File: src/rtl/keypad_scan_fifo.sv
// Column-scanning keypad with press/release debounce, feeding a
// key-code FIFO with valid/ack handshake and an interrupt request.
module keypad_scan_fifo #(
   parameter int ROWS         = 4,
   parameter int COLS         = 3,
   parameter int SCAN_DIV     = 1000,
   parameter int DEBOUNCE_CYC = 50000,
   parameter int FIFO_DEPTH   = 4,
   parameter int INTR_PULSE   = 0,
   localparam int CW = $clog2(ROWS*COLS),
   localparam int NW = $clog2(FIFO_DEPTH+1)
) (
   input  logic            CLK,
   input  logic            RST,
   output logic [COLS-1:0] COL,
   input  logic [ROWS-1:0] ROW,
   output logic [CW-1:0]   KEY_CODE,
   output logic            KEY_VALID,
   input  logic            KEY_ACK,
   output logic [NW-1:0]   FIFO_COUNT,
   output logic            OVERFLOW,
   output logic            INTR
);

   localparam int CIW = (COLS > 1) ? $clog2(COLS) : 1;
   localparam int DW  = $clog2(SCAN_DIV);
   localparam int BW  = $clog2(DEBOUNCE_CYC+1);
   localparam int PW  = $clog2(FIFO_DEPTH);
   localparam logic [COLS-1:0] COL_ONE = COLS'(1);

   typedef enum logic [1:0] {
      SCAN,
      DEBOUNCE,
      HELD
   } state_t;

   state_t          state, state_n;
   logic [ROWS-1:0] row_s1, rs;
   logic [ROWS-1:0] pat, pat_n;
   logic [CIW-1:0]  col_idx, col_idx_n, col_adv;
   logic [DW-1:0]   div_cnt, div_cnt_n;
   logic [BW-1:0]   deb_cnt, deb_cnt_n;
   logic [CW-1:0]   code_lat, code_lat_n, code_calc;
   logic            one_hot;
   logic            push_req;

   logic [CW-1:0]   mem [FIFO_DEPTH];
   logic [PW-1:0]   head, tail, head_nx;
   logic [NW-1:0]   count;
   logic [CW-1:0]   code_q;
   logic            ovf_q, intr_q;
   logic            full, pop, push_ok;

   always_ff @(posedge CLK or posedge RST) begin
      if (RST) begin
         row_s1 <= '0;
         rs     <= '0;
      end else begin
         row_s1 <= ROW;
         rs     <= row_s1;
      end
   end

   assign COL     = COL_ONE << col_idx;
   assign col_adv = (col_idx == CIW'(COLS-1)) ? '0 : col_idx + 1'b1;
   assign one_hot = (rs != '0) && ((rs & (rs - 1'b1)) == '0);

   always_comb begin
      code_calc = '0;
      for (int r = 0; r < ROWS; r++)
         if (rs[r]) code_calc = CW'(r*COLS + int'(col_idx));
   end

   always_ff @(posedge CLK or posedge RST) begin
      if (RST) begin
         state    <= SCAN;
         col_idx  <= '0;
         div_cnt  <= '0;
         deb_cnt  <= '0;
         code_lat <= '0;
         pat      <= '0;
      end else begin
         state    <= state_n;
         col_idx  <= col_idx_n;
         div_cnt  <= div_cnt_n;
         deb_cnt  <= deb_cnt_n;
         code_lat <= code_lat_n;
         pat      <= pat_n;
      end
   end

   always_comb begin
      state_n    = state;
      col_idx_n  = col_idx;
      div_cnt_n  = div_cnt;
      deb_cnt_n  = deb_cnt;
      code_lat_n = code_lat;
      pat_n      = pat;
      push_req   = 1'b0;
      unique case (state)
         SCAN: begin
            if (div_cnt == DW'(SCAN_DIV-1)) begin
               div_cnt_n = '0;
               deb_cnt_n = '0;
               if (one_hot) begin
                  pat_n      = rs;
                  code_lat_n = code_calc;
                  state_n    = DEBOUNCE;
               end else begin
                  col_idx_n = col_adv;
               end
            end else begin
               div_cnt_n = div_cnt + 1'b1;
            end
         end
         DEBOUNCE: begin
            if (rs != pat) begin
               deb_cnt_n = '0;
               col_idx_n = col_adv;
               state_n   = SCAN;
            end else if (deb_cnt == BW'(DEBOUNCE_CYC-1)) begin
               deb_cnt_n = '0;
               push_req  = 1'b1;
               state_n   = HELD;
            end else begin
               deb_cnt_n = deb_cnt + 1'b1;
            end
         end
         HELD: begin
            if (rs != '0) begin
               deb_cnt_n = '0;
            end else if (deb_cnt == BW'(DEBOUNCE_CYC-1)) begin
               deb_cnt_n = '0;
               col_idx_n = col_adv;
               state_n   = SCAN;
            end else begin
               deb_cnt_n = deb_cnt + 1'b1;
            end
         end
         default: state_n = SCAN;
      endcase
   end

   assign KEY_VALID  = (count != '0);
   assign full       = (count == NW'(FIFO_DEPTH));
   assign pop        = KEY_ACK && KEY_VALID;
   assign push_ok    = push_req && (!full || pop);
   assign head_nx    = head + 1'b1;
   assign KEY_CODE   = code_q;
   assign FIFO_COUNT = count;
   assign OVERFLOW   = ovf_q;
   assign INTR       = (INTR_PULSE != 0) ? intr_q : KEY_VALID;

   always_ff @(posedge CLK)
      if (push_ok) mem[tail] <= code_lat;

   always_ff @(posedge CLK or posedge RST) begin
      if (RST) begin
         head   <= '0;
         tail   <= '0;
         count  <= '0;
         code_q <= '0;
         ovf_q  <= 1'b0;
         intr_q <= 1'b0;
      end else begin
         intr_q <= push_ok;
         if (push_req && full && !pop) ovf_q <= 1'b1;
         if (pop) head <= head_nx;
         if (push_ok) tail <= tail + 1'b1;
         if (push_ok && !pop) count <= count + 1'b1;
         else if (pop && !push_ok) count <= count - 1'b1;
         // head register mirrors the entry that will sit at the head next cycle
         if (pop && count > NW'(1)) code_q <= mem[head_nx];
         else if (push_ok && (count == '0 || pop)) code_q <= code_lat;
      end
   end

endmodule

File: config.mk
export PLATFORM = sky130hd
export DESIGN_NAME = keypad_scan_fifo
export DESIGN_NICKNAME = d
export VERILOG_FILES = /design/src/rtl/keypad_scan_fifo.sv
export SDC_FILE = /design/constraint.sdc
export NUM_CORES = 1
export LEC_CHECK = 0
export ABC_CLOCK_PERIOD_IN_PS = 3100
export CAP_MARGIN = 5
export CORE_MARGIN = 4
export CORE_UTILIZATION = 30
export DETAILED_ROUTE_END_ITERATION = 10
export PLACE_DENSITY = 0.51
export SYNTH_ARGS = -nofsm -noshare
export SYNTH_HDL_FRONTEND = slang
export SYNTH_SLANG_ARGS = --single-unit
File: constraint.sdc
create_clock -name CLK -period 3.1 [get_ports CLK]
set_input_delay 0.31 -clock CLK [delete_from_list [all_inputs] [get_ports CLK]]
set_output_delay 0.31 -clock CLK [all_outputs]
set_load 0.01 [all_outputs]
==> impl_metrics.json <==
{
  "fillerInstances": 1208,
  "synth_area_sq_mm": 0.00382,
  "post_cts_resize_count": 0,
  "r2r-end": "FIFO_COUNT[2]$_DFFE_PP0P_",
  "worst_r2r_path_depth": 7,
  "clock_tree_from_tritoncts": "yes",
  "worst-path-max-fanout": 7,
  "synth_area_per_cell_sq_um": 10.8,
  "worstReg2RegStart": "deb_cnt[11]$_DFFE_PP0P_",
  "max-clock-path-buffers": 2,
  "dieWidth_um": 121,
  "max_cap_violations": 0,
  "design.final.nets": 405,
  "global_route_wire_length_before_repair_mm": 12.7,
  "power.density_mw_per_mm2": 573,
  "wl_per_cell_um": 13.1,
  "critical_path_launch_point": "deb_cnt[11]$_DFFE_PP0P_",
  "coreArea_sq_mm": 0.0123,
  "vias": 2658,
  "ys_async_sr_fraction_pct": 78.4,
  "ant_nets": 0,
  "final_estimated_routing_congestion_in_global_placement": 0.808,
  "mappedNetlistNets": 381,
  "synth-edff-count": 16,
  "slew_headroom_pct": 61.5,
  "yosys.cell_count.top_type": "sky130_fd_sc_hd__dfrtp_1",
  "synth-seq-cells": 74,
  "cts_htree_levels": 3,
  "cts.sink_count": 74,
  "post_route_standard_cell_area_excluding_fillers_sq_mm": 0.00454,
  "first_global_vias": 2630,
  "clock_power_share_pct": 41.3,
  "die_height_um": 121,
  "worstSetupEndpoint": "FIFO_COUNT[2]$_DFFE_PP0P_",
  "place_area_sq_mm": 0.00423,
  "post_synth_num_cell_types": 52,
  "combPwrFrac_pct": 15.0,
  "hpwlAfterDp_mm": 5.11,
  "finalCoreUtilization_pct": 37.0,
  "multi_input_comb_area_sq_mm": 0.00177,
  "largest_cells_by_area_after_synthesis": "sky130_fd_sc_hd__dfrtp_1 38%, sky130_fd_sc_hd__edfxtp_1 13%, sky130_fd_sc_hd__ha_1 6.2%",
  "finalHoldViolations": 0,
  "initial_utilization_pct": 31.2,
  "max_clock_freq_ghz": 0.396,
  "leakagePower_nw": 1.92,
  "post_route_cells_drive_above_1_share_pct": 11.5,
  "syn2layout_area_growth_pct": 18.6,
  "detailed_routing_iteration_count_for_the_pre_antenna_repair_pass": 4,
  "crit_type": "flip-flop to flip-flop",
  "ctsRootBufferMaster": "sky130_fd_sc_hd__clkbuf_16",
  "dr.first_iter.drc_count": 112,
  "setup.reg_to_reg.worst_slack_ns": 0.57,
  "arrival_ns": 2.74,
  "largest_net_degree_at_the_start_of_global_routing": 27,
  "post_synthesis_cell_type_with_the_largest_combined_area": "sky130_fd_sc_hd__dfrtp_1",
  "switching_share_pct": 26.4,
  "grt_use_total_pct": 10.8,
  "min_path_type": "flip-flop to flip-flop",
  "net-switching-power_w": 0.000685,
  "ioPinCount": 20,
  "synth_top_area_share_pct": 37.9,
  "post_cts_hold_buffer_count": 0,
  "final_period_minus_worst_setup_slack_ns": 2.53,
  "final_setup_violation_count": 0,
  "timing.final.max_slew_violations": 0,
  "finalCritPeriodShare_pct": 81.5,
  "register_area_sq_mm": 0.00193,
  "status": "complete, no violations",
  "diodes": 0,
  "critical_path.startpoint_type": "flip-flop",
  "p_int_w": 0.00191,
  "worst-endpoint-required_ns": 3.31,
  "capturing_element_type_of_the_critical_path": "flip-flop",
  "yosys-top-cells-count": "58 x sky130_fd_sc_hd__dfrtp_1, 29 x sky130_fd_sc_hd__nand2_1, 23 x sky130_fd_sc_hd__a21oi_1, 20 x sky130_fd_sc_hd__nor2_1, 20 x sky130_fd_sc_hd__o21ai_0",
  "clk_latency_worst_skew_pair_ns": 0.33,
  "syn_inst": 355,
  "clock-skew-final_ns": 0.00767,
  "drc": 0,
  "vias_per_cell": 4.82,
  "ys_dominant_reg_cell": "sky130_fd_sc_hd__dfrtp_1",
  "total_clock_buffers_created_by_cts": 9,
  "die-area_sq_mm": 0.0146,
  "clk_pin_slew_ns": 0.06,
  "grt-ovfl-total": 0,
  "synthesis.yosys.warnings": 0,
  "seq_power_share_pct": 43.7,
  "number_of_antenna_violations_at_the_first_check_in_global_routing": 0,
  "totalWireLength_mm": 7.21,
  "max_slew.worst_pin.slew_ns": 0.574,
  "rows": 40,
  "vdd.ir_drop.worst_mv": 0.262,
  "post_cts.repair.setup_buffers": 0,
  "unrepaired_setup_endpoints_after_global_routing": "false",
  "placement.io_buffers": 19,
  "final.setup.tns_ns": 0,
  "synth_sequential_area_ratio_pct": 50.5
}
==> sequential cells by signal, indices dropped and copies added, names as in the netlist <==
name and cells:
rs 4, tail 2, code_lat 4, deb_cnt 16
row_s1 4, div_cnt 10, head 2, state 2
pat 4, OVERFLOW 1, col_idx 2, mem 16
KEY_CODE 4, FIFO_COUNT 3
==> metal layers <==
layer | part of all wire (%) | vias up | wire [um] | global-route usage (%)
li1 | - | 1349 | - | -
met1 | 50 | 1254 | 3610 | 14.6
met2 | 44 | 46 | 3200 | 16.4
met3 | 3.5 | 9 | 253 | 2.42
met4 | 1.9 | 0 | 134 | 4.89
met5 | 0 | - | 0 | 0
==> through the flow <==
stage | worst slack [ns] | std cells | hold WS [ns] | power, W
3_5_place_dp | 0.566 | 536 | 0.335 | 0.00156
2_1_floorplan | 0.483 | 355 | 0.331 | 0.00139
6_report | 0.572 | 552 | 0.348 | 0.00260
5_1_grt | 0.447 | 552 | 0.353 | 0.00275
4_1_cts | 0.562 | 552 | 0.349 | 0.00265
3_3_place_gp | 0.596 | 536 | 0.332 | 0.00155
==> cells in the final DEF, fill, tap and decap left out, types with 4 or more instances in the layout <==
| cell | count |
|---|---|
| sky130_fd_sc_hd__or3_1 | 6 |
| sky130_fd_sc_hd__and3_1 | 5 |
| sky130_fd_sc_hd__edfxtp_1 | 16 |
| sky130_fd_sc_hd__mux2i_1 | 7 |
| sky130_fd_sc_hd__dfrtp_1 | 58 |
| sky130_fd_sc_hd__clkdlybuf4s50_1 | 19 |
| sky130_fd_sc_hd__nand2_1 | 29 |
| sky130_fd_sc_hd__nand4_1 | 10 |
| sky130_fd_sc_hd__xnor2_1 | 8 |
| sky130_fd_sc_hd__mux2_2 | 7 |
| sky130_fd_sc_hd__o21ai_0 | 20 |
| sky130_fd_sc_hd__xor2_1 | 8 |
| sky130_fd_sc_hd__nor3_1 | 5 |
| sky130_fd_sc_hd__ha_1 | 19 |
| sky130_fd_sc_hd__clkbuf_16 | 9 |
| sky130_fd_sc_hd__nor2_1 | 20 |
| sky130_fd_sc_hd__nor4_1 | 8 |
| sky130_fd_sc_hd__nand3_1 | 11 |
| sky130_fd_sc_hd__a21o_1 | 6 |
| sky130_fd_sc_hd__inv_1 | 14 |
| sky130_fd_sc_hd__and2_1 | 6 |
| sky130_fd_sc_hd__mux4_2 | 4 |
| sky130_fd_sc_hd__a21oi_1 | 23 |
| sky130_fd_sc_hd__buf_4 | 10 |
==> critical path: stages, from the launching register on <==
cell	delay, ns
sky130_fd_sc_hd__dfrtp_1	0.43
sky130_fd_sc_hd__or4b_4	0.56
sky130_fd_sc_hd__or4_4	0.61
sky130_fd_sc_hd__nor3_2	0.18
sky130_fd_sc_hd__ha_1	0.23
sky130_fd_sc_hd__mux2i_1	0.20
sky130_fd_sc_hd__nor2_1	0.07
sky130_fd_sc_hd__xor2_1	0.14
==> worst min path at each step <==
stage	startpoint	to	cells after the start
2_1_floorplan	row_s1[0]$_DFF_PP0_	rs[0]$_DFF_PP0_	0
3_3_place_gp	row_s1[0]$_DFF_PP0_	rs[0]$_DFF_PP0_	0
3_5_place_dp	row_s1[1]$_DFF_PP0_	rs[1]$_DFF_PP0_	0
4_1_cts	row_s1[1]$_DFF_PP0_	rs[1]$_DFF_PP0_	0
5_1_grt	row_s1[1]$_DFF_PP0_	rs[1]$_DFF_PP0_	0
6_report	row_s1[1]$_DFF_PP0_	rs[1]$_DFF_PP0_	0
==> power groups by stage <==
stage	clock [W]	sequential, W	combinational, W
5_1_grt	0.00115	0.00115	0.000446
3_5_place_dp	0	0.00116	0.000396
6_report	0.00107	0.00114	0.000391
2_1_floorplan	0	0.00115	0.000244
3_3_place_gp	0	0.00116	0.000397
4_1_cts	0.00111	0.00114	0.000398
==> final cells by class <==
| cell class | count | share of cell area [%] |
|---|---|---|
| repair buffers | 29 | 5.85 |
| flip-flops and latches | 74 | 42.6 |
| inverters | 15 | 1.24 |
| well taps | 168 | 4.63 |
| clock inverters | 7 | 1.82 |
| multi-input cells | 250 | 38.9 |
| clock buffers | 9 | 4.96 |
==> logic make-up after synthesis <==
kind of cell	Yosys count	share of synthesized area (%)
flops	74	50.5
mux	19	6.54
compound gates	73	11.7
buf+inv	31	3.34
fa+ha+maj	19	6.22
xor+xnor	16	3.66
simple gates	123	18.1
Note: power is estimated with default switching activity, not from simulation.
